<file path="config.mk">
export PLATFORM = sky130hd
export DESIGN_NAME = lc3b_mem_responder
export DESIGN_NICKNAME = d
export VERILOG_FILES = /design/src/rtl/lc3b_types.sv /design/src/rtl/lc3b_mem_array.sv /design/src/rtl/lc3b_mem_responder.sv
export SDC_FILE = /design/constraint.sdc
export NUM_CORES = 2
export LEC_CHECK = 0
export BUFFER_PORTS_ARGS = -buffer_cell sky130_fd_sc_hd__buf_2
export CAP_MARGIN = 10
export CORE_MARGIN = 2
export CORE_UTILIZATION = 55
export CTS_CLUSTER_SIZE = 8
export DETAILED_ROUTE_END_ITERATION = 6
export GPL_ROUTABILITY_DRIVEN = 0
export PLACE_DENSITY_LB_ADDON = 0.2
export SKIP_LAST_GASP = 1
export SYNTH_ARGS = -nofsm -noshare
export SYNTH_HDL_FRONTEND = slang
export SYNTH_SLANG_ARGS = --single-unit
</file>
<file path="constraint.sdc">
create_clock -name clk -period 7.69 [get_ports clk]
set_input_delay 0.769 -clock clk [delete_from_list [all_inputs] [get_ports clk]]
set_output_delay 0.769 -clock clk [all_outputs]
set_load 0.03 [all_outputs]
</file>
<file path="src/rtl/lc3b_types.sv">
// Shared LC-3b type definitions used by the memory responder and its storage array.
package lc3b_types;

    typedef logic [15:0] lc3b_word;
    typedef logic [1:0]  lc3b_mem_wmask;

    typedef enum logic [1:0] {
        IDLE = 2'd0,
        WAIT = 2'd1,
        RESP = 2'd2
    } lc3b_memresp_state;

    localparam int LC3B_MEMRESP_MAX_LATENCY = 15;

endpackage

</file>
<file path="src/rtl/lc3b_mem_array.sv">
// Byte-lane storage: two 8-bit banks sharing a word address, per-lane synchronous write,
// combinational word read. Contents are never reset.
module lc3b_mem_array
    import lc3b_types::*;
#(
    parameter int WORD_BITS = 7
) (
    input  logic                 clk,
    input  lc3b_mem_wmask        we,
    input  logic [WORD_BITS-1:0] waddr,
    input  lc3b_word             wdata,
    input  logic [WORD_BITS-1:0] raddr,
    output lc3b_word             rdata
);

    localparam int DEPTH = 1 << WORD_BITS;

    logic [7:0] lo_r [DEPTH];
    logic [7:0] hi_r [DEPTH];

    // lane-masked write; a cleared lane keeps its byte
    always_ff @(posedge clk) begin
        if (we[0]) begin
            lo_r[waddr] <= wdata[7:0];
        end
        if (we[1]) begin
            hi_r[waddr] <= wdata[15:8];
        end
    end

    assign rdata = {hi_r[raddr], lo_r[raddr]};

endmodule

</file>
<file path="src/rtl/lc3b_mem_responder.sv">
// Slave end of the LC-3b memory handshake: latches a request, waits LATENCY cycles,
// pulses mem_resp for one cycle and commits writes on the edge leaving RESP.
module lc3b_mem_responder
    import lc3b_types::*;
#(
    parameter int ADDR_BITS = 8,
    parameter int LATENCY   = 3
) (
    input  logic          clk,
    input  logic          rst,
    input  logic          mem_read,
    input  logic          mem_write,
    input  lc3b_mem_wmask mem_byte_enable,
    input  lc3b_word      mem_address,
    input  lc3b_word      mem_wdata,
    output logic          mem_resp,
    output lc3b_word      mem_rdata,
    output logic          busy,
    output logic          proto_err
);

    localparam int         WB       = ADDR_BITS - 1;
    localparam logic [3:0] CNT_LOAD = 4'(LATENCY - 1);

    lc3b_memresp_state state_r, state_s;
    logic [3:0]        cnt_r, cnt_s;
    logic [WB-1:0]     addr_r;
    lc3b_word          wdata_r;
    lc3b_mem_wmask     mask_r;
    logic              is_write_r;
    logic              resp_r;
    lc3b_word          rdata_r;
    logic              busy_r;
    logic              proto_err_r;

    logic              req_s;
    logic              accept_s;
    logic              write_op_s;
    logic [WB-1:0]     rd_addr_s;
    lc3b_word          rd_word_s;
    lc3b_mem_wmask     we_s;
    logic              unused_s;

    assign req_s      = mem_read | mem_write;
    assign accept_s   = (state_r == IDLE) && req_s;
    // with LATENCY=1 RESP is entered on the accepting edge, before the latches are loaded
    assign write_op_s = accept_s ? mem_write : is_write_r;
    assign rd_addr_s  = accept_s ? mem_address[ADDR_BITS-1:1] : addr_r;
    assign unused_s   = ^{mem_address[15:ADDR_BITS], mem_address[0]};

    // next-state and latency counter
    always_comb begin
        state_s = state_r;
        cnt_s   = cnt_r;
        case (state_r)
            IDLE: begin
                if (req_s) begin
                    cnt_s   = CNT_LOAD;
                    state_s = (LATENCY == 1) ? RESP : WAIT;
                end else begin
                    state_s = IDLE;
                end
            end
            WAIT: begin
                if (!req_s) begin
                    state_s = IDLE;
                end else if (cnt_r <= 4'd1) begin
                    cnt_s   = 4'd0;
                    state_s = RESP;
                end else begin
                    cnt_s = cnt_r - 4'd1;
                end
            end
            RESP: begin
                state_s = IDLE;
            end
            default: begin
                state_s = IDLE;
                cnt_s   = 4'd0;
            end
        endcase
    end

    // storage write enable, suppressed under reset so an aborted access never commits
    always_comb begin
        if ((state_r == RESP) && is_write_r && !rst) begin
            we_s = mask_r;
        end else begin
            we_s = 2'b00;
        end
    end

    // state, request latches and registered outputs
    always_ff @(posedge clk) begin
        if (rst) begin
            state_r     <= IDLE;
            cnt_r       <= 4'd0;
            addr_r      <= '0;
            wdata_r     <= 16'h0000;
            mask_r      <= 2'b00;
            is_write_r  <= 1'b0;
            resp_r      <= 1'b0;
            rdata_r     <= 16'h0000;
            busy_r      <= 1'b0;
            proto_err_r <= 1'b0;
        end else begin
            state_r <= state_s;
            cnt_r   <= cnt_s;
            resp_r  <= (state_s == RESP);
            busy_r  <= (state_s != IDLE);
            if (accept_s) begin
                addr_r     <= mem_address[ADDR_BITS-1:1];
                wdata_r    <= mem_wdata;
                mask_r     <= mem_byte_enable;
                is_write_r <= mem_write;
                if (mem_read && mem_write) begin
                    proto_err_r <= 1'b1;
                end
            end
            if ((state_s == RESP) && !write_op_s) begin
                rdata_r <= rd_word_s;
            end
        end
    end

    lc3b_mem_array #(
        .WORD_BITS(WB)
    ) u_array (
        .clk  (clk),
        .we   (we_s),
        .waddr(addr_r),
        .wdata(wdata_r),
        .raddr(rd_addr_s),
        .rdata(rd_word_s)
    );

    assign mem_resp  = resp_r;
    assign mem_rdata = rdata_r;
    assign busy      = busy_r;
    assign proto_err = proto_err_r;

endmodule

</file>
==> flow_metrics.py <==
metrics = {
    "clocking": {
        "cts_tree": "yes",
        "hold_buffers": 0,
        "postCtsSetupRepairBufs": 0,
        "clockBufferDepth": 4,
        "cts_sinks": 2099,
        "post_cts_resized": 0,
        "h-tree-depth": 5,
        "clock_latency_ns": 0.91,
        "root_buffer": "clkbuf_16",
        "clk_pin_slew_ns": 0.05,
        "cts_made_buffers": 312,
    },
    "logic_synthesis": {
        "ys_top_cells_by_count": "edfxtp_1 (2048), nand2_1 (639), nor2_1 (349)",
        "ys_top_cells_by_area": "edfxtp_1 (73%), mux4_2 (3.9%), nand2_1 (2.8%)",
        "ys_async_sr_fraction_pct": 0,
        "seq_area_frac_synth_pct": 74.0,
        "yosys_warnings": 0,
        "synth_top_family_by_area": "simple AND/OR/NAND/NOR gates",
        "synth_top_area_share_pct": 72.8,
        "synth_fa_ha_area_share_pct": 0.0296,
        "synth_cell_type_count": 96,
        "syn_inst": 5428,
        "synth-main-ff-cell": "edfxtp_1",
        "synth_mux_area_share_pct": 6.72,
        "post-synth-top-count-cell": "edfxtp_1",
        "ys_ff_latch": 2099,
        "synth_area_per_cell_um2": 15.6,
        "synth_xor_area_share_pct": 0.0207,
        "synth_edf_count": 2048,
        "synth_nets": 5468,
        "synth_top_area_cell": "edfxtp_1",
        "synth-simple-area-share_pct": 8.41,
        "synth-compound-area-share_pct": 8.37,
        "synth_area_um2": 84500,
    },
    "global_routing": {
        "grt_usage_pct": 32.5,
        "grt_pass1_wl_um": 364000,
        "grt_pass1_vias": 50200,
        "grt_overflow": 0,
        "antenna_found_initial": 8,
        "grt_max_degree": 141,
    },
    "route": {
        "routedWlPerCell_um": 33.6,
        "vias": 52900,
        "postRouteAntennaNets": 0,
        "dr.pass1.iters": 6,
        "drt-initial-drc-count": 8052,
        "drc": 0,
        "routed_via_density": 6.90,
        "drt-total-wl_um": 258000,
    },
    "timing": {
        "min_period_over_period_pct": 68.6,
        "maxSlewViolCount": 0,
        "skew_ns": 0.0507,
        "fin_setup_tns_ns": 0,
        "worstMarginPinSlew_ns": 1.29,
        "setup_violations": 0,
        "hold_viol": 0,
        "worst_slack_ns": 2.42,
        "rsz0062_at_grt": "false",
        "final.min_clock_period_ns": 5.27,
        "slew_headroom_pct": 13.4,
        "clock.fmax_ghz": 0.190,
    },
    "worst_setup_path": {
        "worst_r2r_endpoint": "mem_rdata[4]",
        "reg2reg_slack_ns": 2.42,
        "cp.required_ns": 8.42,
        "cp.depth": 9,
        "critPathCapture": "mem_rdata[4]",
        "criticalPathCategory": "reg -> reg",
        "r2r_start": "state_r[0]",
        "worst_setup_path_end_kind": "flip-flop",
        "cp_cell_sequence": "or2_2, buf_4, o21ai_4, nand2_8, nor2_2, a32oi_1, a31oi_1, nor4b_1, nor4_1",
        "crit_start": "state_r[0]",
        "critPathMaxFanout": 35,
        "start_kind": "flip-flop",
        "arrival_ns": 6.00,
        "reg2reg_depth": 9,
        "cpPeakStageDelay_ns": 1.10,
        "crit_family": "simple AND/OR/NAND/NOR gates",
        "cp_slowest_cell": "nor2_2",
        "path_buf_inv": 1,
    },
    "floorplanning": {
        "coreArea_um2": 152000,
        "fp.dieArea_um2": 157000,
        "ios": 57,
        "die_h_um": 396,
        "initial_utilization_pct": 55.5,
        "row_count": 143,
        "die_w_um": 396,
    },
    "place": {
        "dpl_worst_slack_ns": 2.27,
        "dp_hpwl_um": 152000,
        "io_buffers": 47,
    },
    "power_and_ir_drop": {
        "ir_drop_mv": 0.249,
        "p_total_mw": 27.9,
        "power_density_nw_per_um2": 294,
        "leakage_nw": 31.1,
    },
    "finish": {
        "drive_gt1_share_pct": 13.5,
        "fillers": 10800,
        "layout.nets": 5569,
        "areaGrowthSynthToFinish_pct": 12.5,
    },
    "status": {
        "outcome": "complete, no violations",
    },
    "worst_hold_path": {
        "hold_class": "in -> reg",
    },
    "run": {
        "maxCapViolations": 0,
    },
}
state kept, by name, indices dropped and copies added, names as in the netlist:
register / cells
cnt_r: 4
addr_r: 7
proto_err: 1
is_write_r: 1
u_array.lo_r: 1024
mask_r: 2
state_r: 2
busy: 1
wdata_r: 16
mem_resp: 1
mem_rdata: 16
u_array.hi_r: 1024
cell usage in the layout, fill, tap and decap left out, types with 15 or more instances in the layout:
cell / n
a2111oi_0: 21
a211o_1: 15
a211oi_1: 237
a21oi_1: 157
a22oi_1: 30
a311oi_1: 55
a31oi_1: 97
and3_1: 199
buf_2: 47
buf_4: 121
clkbuf_1: 80
clkbuf_16: 319
dfxtp_1: 34
dfxtp_4: 16
edfxtp_1: 2048
mux2_2: 28
mux2i_1: 206
mux4_2: 146
nand2_1: 626
nand2b_1: 60
nand3_1: 159
nor2_1: 341
nor3_1: 23
nor4_1: 26
o211ai_1: 16
o21ai_0: 103
o221ai_1: 30
o22a_1: 21
o22ai_1: 63
or4_1: 18
stage by stage:
step	std cells	hold slack (ns)	cell area, um^2	utilization (%)
3_5_place_dp	7245	0.470	86700	56.9
4_1_cts	7650	0.0609	95000	62.4
3_3_place_gp	7245	0.456	86700	56.9
5_1_grt	7652	0.0859	95000	62.4
2_1_floorplan	5428	0.445	84500	-
6_report	7657	0.0925	95000	62.4
how the worst min path moves through the flow:
| stage | start | end | slack [ns] | cells after the start |
|---|---|---|---|---|
| global route | mem_wdata[15] | wdata_r[15] | 0.09 | 3 |
| CTS | mem_wdata[15] | wdata_r[15] | 0.06 | 3 |
| finish | mem_wdata[9] | wdata_r[9] | 0.09 | 3 |
| floorplan | mask_r[0] | mask_r[0] | 0.45 | 2 |
| detailed placement | mask_r[1] | mask_r[1] | 0.47 | 2 |
| global placement | proto_err | proto_err | 0.46 | 2 |
report_power, final:
group / switching, mW / internal [mW] / leakage [nW]
clock: 4.58 / 7.38 / 4.05
sequential: 0.182 / 12.7 / 19.1
combinational: 2.16 / 0.876 / 7.90
total: 6.92 / 21.0 / 31.1
worst min-delay path, delay by kind of cell:
family	cells	cell delay (ns)
compound gates	1	0.05
buf+inv	1	0.09
simple gates	1	0.04
area by class of cell:
type	count	area, um^2	area share [%]
multi-input cells	2930	20100	21.2
clock buffers	399	8280	8.72
diodes	7	17.5	0.0184
flip-flops and latches	2099	62600	65.9
repair buffers	181	1400	1.48
clock inverters	6	51.3	0.0540
inverters	5	18.8	0.0198
well taps	2030	2540	2.67
cell families after synthesis:
kind of cell | count (synthesis)
flops | 2099
simple gates | 1549
compound gates | 996
buf+inv | 399
mux | 381
xor+xnor | 2
fa+ha+maj | 2
per-layer routing:
metal	wire length (um)	share of wire (%)	track usage, %
met1	94000	36	44.2
met2	118000	46	49.1
met3	32100	12	8.44
met4	13900	5.4	16.1
met5	26	0.010	0
Power figures use the tool's default switching activity.
